[config.mk]
export PLATFORM = sky130hd
export DESIGN_NAME = cp0_unit_flat
export DESIGN_NICKNAME = d
export VERILOG_FILES = /design/src/rtl/cp0_pkg.sv /design/src/rtl/cp0_unit_if.sv /design/src/rtl/cp0_unit.sv /design/src/flat_wrapper.sv
export SDC_FILE = /design/constraint.sdc
export NUM_CORES = 1
export LEC_CHECK = 0
export CAP_MARGIN = 20
export CORE_AREA = 8 8 106 108
export CTS_CLUSTER_DIAMETER = 200
export CTS_CLUSTER_SIZE = 24
export DETAILED_ROUTE_END_ITERATION = 8
export DIE_AREA = 0 0 114 116
export HOLD_SLACK_MARGIN = 0.02
export PLACE_DENSITY = 0.7
export RECOVER_POWER = 50
export SYNTH_ARGS = -nofsm -noshare
export SYNTH_HDL_FRONTEND = slang
export SYNTH_SLANG_ARGS = --single-unit
[constraint.sdc]
create_clock -name clk -period 3.95 [get_ports clk]
set_input_delay 0.79 -clock clk [delete_from_list [all_inputs] [get_ports clk]]
set_output_delay 0.79 -clock clk [all_outputs]
set_load 0.02 [all_outputs]
[src/rtl/cp0_pkg.sv]
// cp0_pkg: shared constants for the P7 coprocessor-0 block.
// Holds CP0 register numbers, SR/Cause bit-field positions, the MIPS
// ExcCode values used by the pipeline, and the exception handler entry.
package cp0_pkg;

    // CP0 register numbers addressed by mfc0/mtc0
    localparam logic [4:0] REG_SR    = 5'd12;
    localparam logic [4:0] REG_CAUSE = 5'd13;
    localparam logic [4:0] REG_EPC   = 5'd14;
    localparam logic [4:0] REG_PRID  = 5'd15;

    // SR field positions
    localparam int SR_IE_BIT  = 0;
    localparam int SR_EXL_BIT = 1;
    localparam int SR_IM_LO   = 10;
    localparam int SR_IM_HI   = 15;

    // Cause field positions
    localparam int CAUSE_EXC_LO = 2;
    localparam int CAUSE_EXC_HI = 6;
    localparam int CAUSE_IP_LO  = 10;
    localparam int CAUSE_IP_HI  = 15;
    localparam int CAUSE_BD_BIT = 31;

    // Exception codes carried in Cause.ExcCode
    typedef enum logic [4:0] {
        EXC_INT     = 5'd0,
        EXC_ADEL    = 5'd4,
        EXC_ADES    = 5'd5,
        EXC_SYSCALL = 5'd8,
        EXC_RI      = 5'd10,
        EXC_OV      = 5'd12
    } exc_code_e;

    // Exception entry address; consumed by the PC selection logic
    localparam logic [31:0] HANDLER_PC = 32'h0000_4180;

endpackage

[src/rtl/cp0_unit_if.sv]
// cp0_unit_if: pipeline <-> CP0 signal bundle.
//   master : M-stage pipeline side (drives mfc0/mtc0, exception bundle, IRQs)
//   slave  : CP0 side (returns Req, DOut, EPCOut)
interface cp0_unit_if;
    logic [4:0]  A1;         // mfc0 read register number
    logic [4:0]  A2;         // mtc0 write register number
    logic [31:0] DIn;        // mtc0 write data
    logic        WE;         // mtc0 write enable
    logic [31:0] VPC;        // M-stage PC of victim
    logic        BDIn;       // victim sits in a branch delay slot
    logic [4:0]  ExcCodeIn;  // pending exception code, 0 = none
    logic [5:0]  HWInt;      // external interrupt lines
    logic        EXLClr;     // eret retiring in M stage
    logic        Req;        // trap / flush request (combinational)
    logic [31:0] DOut;       // mfc0 read data (combinational)
    logic [31:0] EPCOut;     // current EPC

    modport master (
        output A1, A2, DIn, WE, VPC, BDIn, ExcCodeIn, HWInt, EXLClr,
        input  Req, DOut, EPCOut
    );

    modport slave (
        input  A1, A2, DIn, WE, VPC, BDIn, ExcCodeIn, HWInt, EXLClr,
        output Req, DOut, EPCOut
    );
endinterface

[src/rtl/cp0_unit.sv]
// cp0_unit: coprocessor-0 exception/interrupt controller.
// Decides whether the M-stage instruction traps (Req), records the trap in
// SR/Cause/EPC, serves mfc0/mtc0 and clears EXL on eret.
// Ports:
//   clk   - system clock, state changes on rising edge
//   reset - asynchronous active-low reset
//   bus   - cp0_unit_if.slave (A1/A2/DIn/WE mfc0/mtc0, VPC/BDIn/ExcCodeIn
//           exception bundle, HWInt, EXLClr; outputs Req, DOut, EPCOut)
module cp0_unit
    import cp0_pkg::*;
#(
    parameter logic [31:0] PRID_VALUE = 32'h2206_0007
) (
    input  logic       clk,
    input  logic       reset,
    cp0_unit_if.slave  bus
);

    logic [5:0]  im_r;
    logic        exl_r;
    logic        ie_r;
    logic        bd_r;
    logic [5:0]  ip_r;
    logic [4:0]  exc_code_r;
    logic [31:0] epc_r;

    logic        int_req_s;
    logic        exc_req_s;
    logic        req_s;
    logic [31:0] vpc_aligned_s;
    logic [31:0] epc_next_s;
    logic [31:0] sr_word_s;
    logic [31:0] cause_word_s;
    logic [31:0] dout_s;

    // Trap decision and victim EPC; EXL masks both interrupts and exceptions
    always_comb begin
        int_req_s     = ie_r & ~exl_r & (|(bus.HWInt & im_r));
        exc_req_s     = ~exl_r & (bus.ExcCodeIn != 5'd0);
        req_s         = int_req_s | exc_req_s;
        vpc_aligned_s = {bus.VPC[31:2], 2'b00};
        // A delay-slot victim restarts at its branch, one word earlier
        if (bus.BDIn) begin
            epc_next_s = vpc_aligned_s - 32'd4;
        end else begin
            epc_next_s = vpc_aligned_s;
        end
    end

    // Assemble architectural SR/Cause views and the mfc0 read mux
    always_comb begin
        sr_word_s                          = 32'd0;
        sr_word_s[SR_IM_HI:SR_IM_LO]       = im_r;
        sr_word_s[SR_EXL_BIT]              = exl_r;
        sr_word_s[SR_IE_BIT]               = ie_r;
        cause_word_s                       = 32'd0;
        cause_word_s[CAUSE_BD_BIT]         = bd_r;
        cause_word_s[CAUSE_IP_HI:CAUSE_IP_LO]   = ip_r;
        cause_word_s[CAUSE_EXC_HI:CAUSE_EXC_LO] = exc_code_r;
        case (bus.A1)
            REG_SR:    dout_s = sr_word_s;
            REG_CAUSE: dout_s = cause_word_s;
            REG_EPC:   dout_s = epc_r;
            REG_PRID:  dout_s = PRID_VALUE;
            default:   dout_s = 32'd0;
        endcase
    end

    assign bus.Req    = req_s;
    assign bus.DOut   = dout_s;
    assign bus.EPCOut = epc_r;

    // CP0 state: trap commit beats eret, eret beats mtc0; IP samples every edge
    always_ff @(posedge clk or negedge reset) begin
        if (!reset) begin
            im_r       <= 6'd0;
            exl_r      <= 1'b0;
            ie_r       <= 1'b0;
            bd_r       <= 1'b0;
            ip_r       <= 6'd0;
            exc_code_r <= 5'd0;
            epc_r      <= 32'd0;
        end else begin
            ip_r <= bus.HWInt;
            if (req_s) begin
                exl_r      <= 1'b1;
                exc_code_r <= int_req_s ? EXC_INT : bus.ExcCodeIn;
                bd_r       <= bus.BDIn;
                epc_r      <= epc_next_s;
            end else if (bus.EXLClr) begin
                exl_r <= 1'b0;
            end else if (bus.WE) begin
                case (bus.A2)
                    REG_SR: begin
                        im_r  <= bus.DIn[SR_IM_HI:SR_IM_LO];
                        exl_r <= bus.DIn[SR_EXL_BIT];
                        ie_r  <= bus.DIn[SR_IE_BIT];
                    end
                    REG_EPC: epc_r <= bus.DIn;
                    default: ; // Cause, PRId and unimplemented registers are read-only
                endcase
            end else begin
                exl_r <= exl_r;
            end
        end
    end

endmodule

[src/flat_wrapper.sv]
// flat-port wrapper written by rule: the top's interface ports become plain ports
module cp0_unit_flat import cp0_pkg::*;
#(
    parameter logic [31:0] PRID_VALUE = 32'h2206_0007
)
  (clk, reset, bus_A1, bus_A2, bus_DIn, bus_WE, bus_VPC, bus_BDIn, bus_ExcCodeIn, bus_HWInt, bus_EXLClr, bus_Req, bus_DOut, bus_EPCOut);
  cp0_unit_if bus_i ();
  input  logic clk;
  input  logic reset;
  input wire logic [$bits(bus_i.A1)-1:0] bus_A1;
  input wire logic [$bits(bus_i.A2)-1:0] bus_A2;
  input wire logic [$bits(bus_i.DIn)-1:0] bus_DIn;
  input wire logic [$bits(bus_i.WE)-1:0] bus_WE;
  input wire logic [$bits(bus_i.VPC)-1:0] bus_VPC;
  input wire logic [$bits(bus_i.BDIn)-1:0] bus_BDIn;
  input wire logic [$bits(bus_i.ExcCodeIn)-1:0] bus_ExcCodeIn;
  input wire logic [$bits(bus_i.HWInt)-1:0] bus_HWInt;
  input wire logic [$bits(bus_i.EXLClr)-1:0] bus_EXLClr;
  output wire logic [$bits(bus_i.Req)-1:0] bus_Req;
  output wire logic [$bits(bus_i.DOut)-1:0] bus_DOut;
  output wire logic [$bits(bus_i.EPCOut)-1:0] bus_EPCOut;
  assign bus_i.A1 = bus_A1;
  assign bus_i.A2 = bus_A2;
  assign bus_i.DIn = bus_DIn;
  assign bus_i.WE = bus_WE;
  assign bus_i.VPC = bus_VPC;
  assign bus_i.BDIn = bus_BDIn;
  assign bus_i.ExcCodeIn = bus_ExcCodeIn;
  assign bus_i.HWInt = bus_HWInt;
  assign bus_i.EXLClr = bus_EXLClr;
  assign bus_Req = bus_i.Req;
  assign bus_DOut = bus_i.DOut;
  assign bus_EPCOut = bus_i.EPCOut;
  cp0_unit #(.PRID_VALUE(PRID_VALUE)) u_core (.clk(clk), .reset(reset), .bus(bus_i));
endmodule
Word-level counts from Yosys, hierarchy flattened
Index checks and enable logic that the tools add are counted.
Word-level totals
  output and inout bits: 65
  bits in writable memories: 0
  memories kept: 0
  logic and storage cells: 43
  ROM bits: 0
  register bits: 52
  bits in latches: 0
Operators by class
  mux-type cells: 11
  $add $sub $neg: 1
  bitwise logic cells: 8
  reductions and logical operators: 9
  shifts and indexed selects: 0
  div/mod/pow operators: 0
  multiply operators: 0
  $lt $le $gt $ge: 0
  equal/unequal tests: 7
Operator list (number)
  two-way mux 32 bit: 5
  case mux 32 bit (4 select lines): 1
  subtractor 32 x 3 -> 32 bit (second input constant): 1
  equality test 5 x 4 -> 1 bit (second input constant): 6
  bitwise AND 6 bit: 1
  nonzero test 3 bit: 2
  OR reduction 6 bit: 1
  two-way mux 5 bit: 1
  nonzero test 5 bit: 1
  two-way mux 1 bit: 4
  AND reduction 4 bit: 1
  nonzero test 2 bit: 2
  bitwise AND 1 bit: 3
  NOT 1 bit: 3
  AND reduction 3 bit: 1
  != test 2 x 1 -> 1 bit (second input constant): 1
  AND reduction 2 bit: 1
  OR 1 bit: 1

Depth between registers and ports, before layout
Gate-level depths: netlist of the first run.
  depth in word-level cells: 6
  mapped depth: 8
  gate-level depth less buffers: 7

Worst setup path before layout of the first run
OpenSTA, ideal clock, no wires.
  path kind: input port to output port
  from: input port bus_HWInt[3]
  to: output port bus_Req
  cell stages on the path: 5
  arrival time: 2.152 ns
  path buffers: 2
  path slack: 1.008 ns
  cell sequence: a22o_1 -> o31ai_1 -> a31oi_1 -> clkbuf_1 -> clkbuf_1
Between the ends
  cells in the longest elaborated chain, start to end: 4
Ends and longest elaborated chain
  start, declared: line flat_wrapper.sv:17  | input wire logic [$bits(bus_i.HWInt)-1:0] bus_HWInt;
  bitwise AND 6 bit: line cp0_unit.sv:38  | int_req_s = ie_r & ~exl_r & (|(bus.HWInt & im_r));
  OR reduction 6 bit: line cp0_unit.sv:38
  bitwise AND 1 bit: line cp0_unit.sv:38
  OR 1 bit: line cp0_unit.sv:40  | req_s = int_req_s | exc_req_s;
  end, declared: line flat_wrapper.sv:19  | output wire logic [$bits(bus_i.Req)-1:0] bus_Req;
No other way between the ends.

Final worst setup path of the first run
  from: input port bus_HWInt[0]
  to: output port bus_Req
Same word-level chain as after synthesis.

==> summary.txt, run 1 <==
Status
  • Status: finished with violations
  • Failing checks: capacitance limit, slew limit

Die
  • I/O pin total: 155
  • CORE AREA: 0.00955 sq mm
  • Initial Utilization: 34.1%
  • Die Wd: 114 microns
  • Die area: 0.0132 sq mm
  • Num rows: 36
  • Chip height: 116 microns

Setup path
  • Critical R2R Capture: u_core.im_r[4]
  • Worst Path Max Fanout: 6
  • Crit path kind: primary input to primary output
  • Startpoint type of the worst setup path: primary input
  • Setup crit end kind: primary output
  • Critical path required time: 3160 ps
  • CP max stage cell: dlygate4sd3_1
  • Worst R2R Path Depth: 7
  • R2r setup slk: 1550 ps
  • Critical Path AT: 2790 ps
  • Reg2reg start: u_core.im_r[3]
  • Cells along the critical path: dlygate4sd3_1 -> a22o_1 -> o31ai_1 -> buf_4 -> a31oi_4 -> clkdlybuf4s50_1
  • Worst path max stage delay: 570 ps

Routing
  • Final wirelength: 11,200 microns
  • DRT iter0 DRCs: 119
  • DRC: 0
  • Vias per cell: 4.97
  • Routed WL per cell: 17.4 microns
  • First-pass iteration count of the detailed router: 4
  • Vias: 3,211
  • Routed Antenna Nets: 0

GRT
  • First-pass GRT wire length: 17,700 microns
  • GRT Util Overall: 16.9%
  • Initial antenna violation count: 0
  • Vias in the first global route: 3,401
  • Largest net degree at the start of global routing: 56
  • Gr ovfl total: 0

Clock network
  • CTS max path bufs: 2
  • Clock transition at the registers of the reported paths: 90 ps
  • Sink Count: 52
  • H-tree levels: 2
  • Root Buffer: clkbuf_8
  • Gates resized, CTS repair: 0
  • Cts hold-fix bufs: 0
  • Setup bufs post-CTS: 0
  • Clk Latency, worst-skew pair: 310 ps
  • TritonCTS Buffers: 5
  • CTS tree: done

Logic synthesis
  • Number of synthesized register bits: 52
  • Post-Syn Area: 0.00325 sq mm
  • Sequential area share after synthesis: 40.0%
  • Syn Nets: 453
  • Synth cell types: 42
  • Syn avg cell area: 8.98 sq um
  • Synth Warn #: 0
  • Post-Synthesis Cells: 362

STA
  • Hold Fails Final Rpt: 0
  • Worst slew margin: -94.0%
  • Final worst path period share: 90.7%
  • Setup violators final: 0
  • Final worst slack: 369 ps
  • Setup TNS Final: 0 ps
  • Max Clock Freq: 0.279 GHz
  • Worst Tran Pin Value: 2910 ps
  • RSZ-0062 raised after global routing: false
  • Slew Viols, Final: 53
  • Tmin final: 3580 ps
  • Final Skew: 9.91 ps

Worst hold path
  • Min-delay src: u_core.im_r[1]
  • Worst hold stages: 1
  • Hold Crit Class: register to register
  • Worst Hold Path EP: u_core.im_r[1]

Pwr
  • Worst VDD drop: 0.267 mV
  • Total power: 0.00247 W
  • Pwr Density: 487 mW/mm^2
  • Leak Pwr: 1.90 nW

Final layout
  • Share of cells above drive strength 1: 5.65%
  • Layout fillers: 902
  • Antenna diodes: 0
  • Final instance area: 0.00508 sq mm
  • Nets@finish: 603
  • Final core area utilization: 53.2%
  • Syn-to-layout area delta: 56.1%

Placement
  • Pre-CTS WS: 488 ps
  • # port buffers: 152
  • Final HPWL DP: 8840 microns
  • Placed inst area: 0.00497 sq mm
  • Final GP Congestion: 0.811

Flow run
  • Max-cap violations: 1
-- critical path, delay by kind of cell --
| family | cells | cell delay [ps] |
|---|---|---|
| buffers and inverters | 3 | 1350 |
| AOI/OAI and AO/OA | 3 | 650 |
-- synth_stat cells (all sizes together) --
cell	count	share of area, %
nor4	6	1.6
nand4	2	0.38
and4bb	1	0.38
nand2b	1	0.19
a22o	3	0.81
nor3b	1	0.23
xnor2	10	2.7
ha	1	0.38
o21bai	1	0.23
nand4b	3	0.81
nor3	8	1.4
a31oi	2	0.38
a211oi	23	5.3
mux2i	16	4.9
o21ai	17	2.6
mux2	8	2.8
a22oi	5	1.2
clkbuf	18	2.1
nand3	9	1.4
nor2	39	4.5
or2	1	0.19
or4b	1	0.31
o31ai	1	0.23
nor4b	2	0.92
o41a	1	0.35
nor2b	26	5.0
dfrtp	52	40
xor2	17	4.6
inv	8	0.92
nand2	18	2.1
or3	3	0.58
buf	3	0.46
a21oi	31	4.9
nand3b	4	0.92
or3b	1	0.27
or4	4	1.2
and2	15	2.9
-- how the worst max path moves through the flow --
stage / startpoint / endpoint / slack (ps) / depth (start not counted)
4_1_cts: bus_HWInt[0] / bus_Req / 460 / 6
3_3_place_gp: bus_HWInt[0] / bus_Req / 460 / 6
6_report: bus_HWInt[0] / bus_Req / 370 / 6
3_5_place_dp: bus_HWInt[0] / bus_Req / 490 / 6
2_1_floorplan: bus_HWInt[3] / bus_Req / 1010 / 5
5_1_grt: reset / u_core.bus.EPCOut[29] / 190 / 2
-- report_power, final --
group	internal, W	leakage [nW]	switching [W]
Combinational	0.000564	1.23	0.000636
Clock	0.000191	0.0548	0.000188
Sequential	0.000735	0.616	0.000157
Total	0.00149	1.90	0.000981
-- per-layer routing --
metal	share of wire, %	wire length (microns)	vias to the layer above	track usage [%]
li1	-	-	1587	-
met2	50	5580	97	30.0
met5	0	0	-	0
met4	0.36	40	0	2.40
met3	8.0	899	4	6.25
met1	42	4710	1523	19.4
-- kinds of logic after synthesis --
| kind of cell | count (synthesis) | synth area share (%) |
|---|---|---|
| simple gates | 145 | 25.2 |
| compound gates | 84 | 16.0 |
| flops | 52 | 40.0 |
| buf+inv | 29 | 3.46 |
| xor+xnor | 27 | 7.27 |
| mux | 24 | 7.70 |
| fa+ha+maj | 1 | 0.385 |
-- cell type report --
| type | instances | area, sq um | area share [%] |
|---|---|---|---|
| Sequential cell | 52 | 1300 | 25.6 |
| Tap cell | 133 | 166 | 3.28 |
| Inverter | 8 | 30.0 | 0.591 |
| Clock inverter | 3 | 46.3 | 0.912 |
| Timing Repair Buffer | 164 | 1600 | 31.6 |
| Multi-Input combinational cell | 281 | 1860 | 36.7 |
| Clock buffer | 5 | 68.8 | 1.36 |
-- per-stage QoR --
step,hold slack [ps],std cells
global route,549,646
global placement,502,638
CTS,533,646
floorplan,459,362
detailed placement,508,638
finish,532,646
-- sequential cells by signal, summed over array words and instances (netlist names) --
name               flops
u_core.im_r            6
u_core.ip_r            6
u_core.exl_r           1
u_core.bd_r            1
u_core.bus.EPCOut     32
u_core.ie_r            1
u_core.exc_code_r      5
-- layout by cell type, fill, tap and decap left out, types with 2 or more instances in the layout --
cell | Yosys | routed
a211oi_1 | 23 | 23
a21oi_1 | 30 | 30
a22o_1 | 3 | 3
a22oi_1 | 5 | 5
and2_1 | 15 | 15
buf_4 | 0 | 11
clkbuf_8 | 0 | 5
clkdlybuf4s50_1 | 0 | 119
dfrtp_1 | 52 | 52
dlygate4sd3_1 | 0 | 32
inv_1 | 8 | 8
mux2_1 | 8 | 8
mux2i_1 | 16 | 16
nand2_1 | 18 | 18
nand3_1 | 9 | 9
nand3b_1 | 4 | 4
nand4_1 | 2 | 2
nand4b_1 | 3 | 3
nor2_1 | 39 | 39
nor2b_1 | 26 | 26
nor3_1 | 7 | 7
nor4_1 | 5 | 5
o21ai_0 | 4 | 4
o21ai_1 | 13 | 13
or3_1 | 3 | 3
or4_1 | 2 | 2
or4_4 | 2 | 2
xnor2_1 | 10 | 10
xor2_1 | 17 | 17
Note: power is estimated with default switching activity, not from simulation.
==> run 2: changes to the inputs <==
--- a/config.mk
+++ b/config.mk
@@ -6,13 +6,13 @@
 export NUM_CORES = 1
 export LEC_CHECK = 0
 export CAP_MARGIN = 20
-export CORE_AREA = 8 8 106 108
+export CORE_AREA = 8 8 100 102
 export CTS_CLUSTER_DIAMETER = 200
 export CTS_CLUSTER_SIZE = 24
 export DETAILED_ROUTE_END_ITERATION = 8
-export DIE_AREA = 0 0 114 116
+export DIE_AREA = 0 0 108 110
 export HOLD_SLACK_MARGIN = 0.02
-export PLACE_DENSITY = 0.7
+export PLACE_DENSITY = 0.78
 export RECOVER_POWER = 50
 export SYNTH_ARGS = -nofsm -noshare
 export SYNTH_HDL_FRONTEND = slang
==> constraint.sdc (replaced) <==
create_clock -name clk -period 4.2 [get_ports clk]
set_input_delay 0.84 -clock clk [delete_from_list [all_inputs] [get_ports clk]]
set_output_delay 0.84 -clock clk [all_outputs]
set_load 0.02 [all_outputs]
==> run 2 against run 1 <==
Net effect:
- the flow still finishes with violations (capacitance limit, slew limit)
- combinational power shrank 6%
- die area down 10%
- setup slack improved by 210 ps
- global-route usage increased by 1.6 points
- total power down 6.5%
- wire length decreased by 1.8%
- largest cell class unchanged
==> summary.txt, run 2 (same netlist as run 1, synthesis figures left out) <==
Status
  • Status: finished with violations
  • Failing checks: capacitance limit, slew limit

Placement
  • Pre-CTS WS: 647 ps (+159 ps)
  • # port buffers: 152 (unchanged)
  • Final HPWL DP: 8550 microns (-3.3%)
  • Final GP Congestion: 0.853 (+5.2%)
  • Cells after DPL: 612 (-4.1%)

Clock network
  • Sink Count: 52 (unchanged)
  • Root Buffer: clkbuf_8
  • Clock transition at the registers of the reported paths: 100 ps (about the same)
  • CTS tree: done
  • Clk Latency, worst-skew pair: 300 ps (about the same)
  • CTS max path bufs: 2 (unchanged)
  • Gates resized, CTS repair: 0 (unchanged)
  • TritonCTS Buffers: 5 (unchanged)
  • Setup bufs post-CTS: 0 (unchanged)
  • Cts hold-fix bufs: 0 (unchanged)
  • H-tree levels: 2 (unchanged)

Setup path
  • R2r setup slk: 1640 ps (+90 ps)
  • Critical Path AT: 2780 ps (about the same)
  • Crit path kind: primary input to primary output
  • Reg2reg start: u_core.im_r[0]
  • Worst Path Max Fanout: 6 (unchanged)
  • Startpoint type of the worst setup path: primary input
  • Worst R2R Path Depth: 7 (unchanged)
  • Critical R2R Capture: u_core.im_r[0]
  • Setup crit end kind: primary output
  • Crit. Startpoint: bus_HWInt[3]
  • Critical path required time: 3360 ps (+200 ps)

Worst hold path
  • Hold Crit Class: register to register
  • Worst hold stages: 1 (unchanged)
  • Min-delay src: u_core.bd_r
  • Worst Hold Path EP: u_core.bd_r

STA
  • Tmin final: 3620 ps
  • Final worst slack: 583 ps (+214 ps)
  • Setup TNS Final: 0 ps (unchanged)
  • Setup violators final: 0 (unchanged)
  • Final hold slack: 515 ps (-16.4 ps)
  • Hold Fails Final Rpt: 0 (unchanged)
  • Max Clock Freq: 0.276 GHz
  • Worst Tran Pin Value: 2880 ps (-32.8 ps)
  • Slew Viols, Final: 53 (unchanged)
  • Final Skew: 10.7 ps (+0.769 ps)
  • Worst slew margin: -91.8% (+2.2 points)
  • RSZ-0062 raised after global routing: false
  • Final worst path period share: 86.1%

Final layout
  • Commonest non-fill, non-tap cell in the layout: clkdlybuf4s50_1
  • Most frequent cells in the layout: 119 x clkdlybuf4s50_1, 52 x dfrtp_1, 39 x nor2_1, 32 x dlygate4sd3_1, 30 x a21oi_1
  • Layout fillers: 788 (-13%)
  • Non-filler cells, final: 620 (-4.0%)
  • Max reg flops: 32 (unchanged)
  • Nets@finish: 602 (-0.17%)
  • Antenna diodes: 0 (unchanged)
  • Syn-to-layout area delta: 54.7%
  • Share of cells above drive strength 1: 5.27% (-0.38 points)
  • Flip-flop and latch area: 0.00130 sq mm (unchanged)
  • Multi-input gate area: 0.00186 sq mm (unchanged)

GRT
  • Initial antenna violation count: 0 (unchanged)
  • Gr ovfl total: 0 (unchanged)
  • Vias in the first global route: 3,374 (-0.79%)
  • Largest net degree at the start of global routing: 75 (+34%)
  • GRT Util Overall: 18.5% (+1.6 points)
  • First-pass GRT wire length: 17,600 microns (-0.89%)

Flow run
  • Max-cap violations: 1 (unchanged)

Pwr
  • P_int: 0.00139 W (-6.4%)
  • Psw: 0.000915 W (-6.8%)
  • Sw Share: 39.6% (-0.093 points)
  • Leak Pwr: 1.90 nW (-0.16%)
  • Worst VDD drop: 0.224 mV (-16%)
  • Combinational power share: 48.8% (+0.2 points)
  • Register share of total power: 36.2% (about the same)
  • Pwr Density: 459 mW/mm^2 (-5.7%)
  • Clock group share of total power: 15.1% (-0.3 points)

Die
  • Die area: 0.0119 sq mm (-10%)
  • Chip height: 110 microns (-5.2%)
  • Num rows: 34 (-5.6%)
  • CORE AREA: 0.00847 sq mm (-11%)
  • Die Wd: 108 microns (-5.3%)
  • I/O pin total: 155 (unchanged)
  • Initial Utilization: 38.4% (+4.4 points)

Routing
  • Routed WL per cell: 17.8 microns (+2.3%)
  • Final wirelength: 11,000 microns (-1.8%)
  • Routed Antenna Nets: 0 (unchanged)
  • DRT iter0 DRCs: 107 (-10%)
  • Vias per cell: 5.19 (+4.4%)
  • DRC: 0 (unchanged)
  • Vias: 3,217 (+0.19%)
  • First-pass iteration count of the detailed router: 4 (unchanged)
[run 2: cell count changes in the layout (fill, tap and decap cells not counted)]
cell,previous run,this run
clkinv_2,0,1
buf_4,11,10
clkinvlp_4,1,0
clkbuf_1,1,2
inv_6,1,0
[run 2: stage by stage]
| stage | cell area [sq um] | total power, W | util [%] |
|---|---|---|---|
| floorplan | 3250 | 0.00145 | - |
| global placement | 4930 | 0.00199 | 58.2 |
| detailed placement | 4930 | 0.00203 | 58.2 |
| CTS | 5030 | 0.00238 | 59.5 |
| global route | 5030 | 0.00246 | 59.4 |
| finish | 5030 | 0.00231 | 59.4 |
[run 2: cell type report]
cell class / count / share of cell area, %
repair buffers: 163 / 31.7
clock buffers: 6 / 1.44
flip-flops and latches: 52 / 25.9
multi-input cells: 281 / 37.0
well taps: 108 / 2.69
inverters: 8 / 0.597
clock inverters: 2 / 0.696
[run 2: power by group through the flow]
| stage | clock network (W) | registers, W | logic, W |
|---|---|---|---|
| floorplan | 0 | 0.000981 | 0.000464 |
| global placement | 0 | 0.000841 | 0.00115 |
| detailed placement | 0 | 0.000848 | 0.00118 |
| CTS | 0.000355 | 0.000842 | 0.00118 |
| global route | 0.000375 | 0.000861 | 0.00123 |
| finish | 0.000349 | 0.000835 | 0.00113 |
[run 2: how the worst max path moves through the flow]
stage / to / depth (start not counted)
finish: bus_Req / 6
global route: u_core.im_r[1] / 2
CTS: bus_DOut[31] / 7
floorplan: bus_Req / 5
detailed placement: bus_DOut[31] / 7
global placement: bus_DOut[31] / 7
[run 2: critical path: stages]
cell and delay [ps]:
dlygate4sd3_1 560, a22o_1 240, o31ai_1 240, buf_4 200, a31oi_4 110, clkdlybuf4s50_1 570
[run 2: metal layers]
metal	wire length, microns	up-vias	track usage (%)
met5	0	-	0
met4	71	0	3.37
met3	916	6	5.93
met2	5420	107	31.9
met1	4610	1529	22.2
li1	-	1575	-
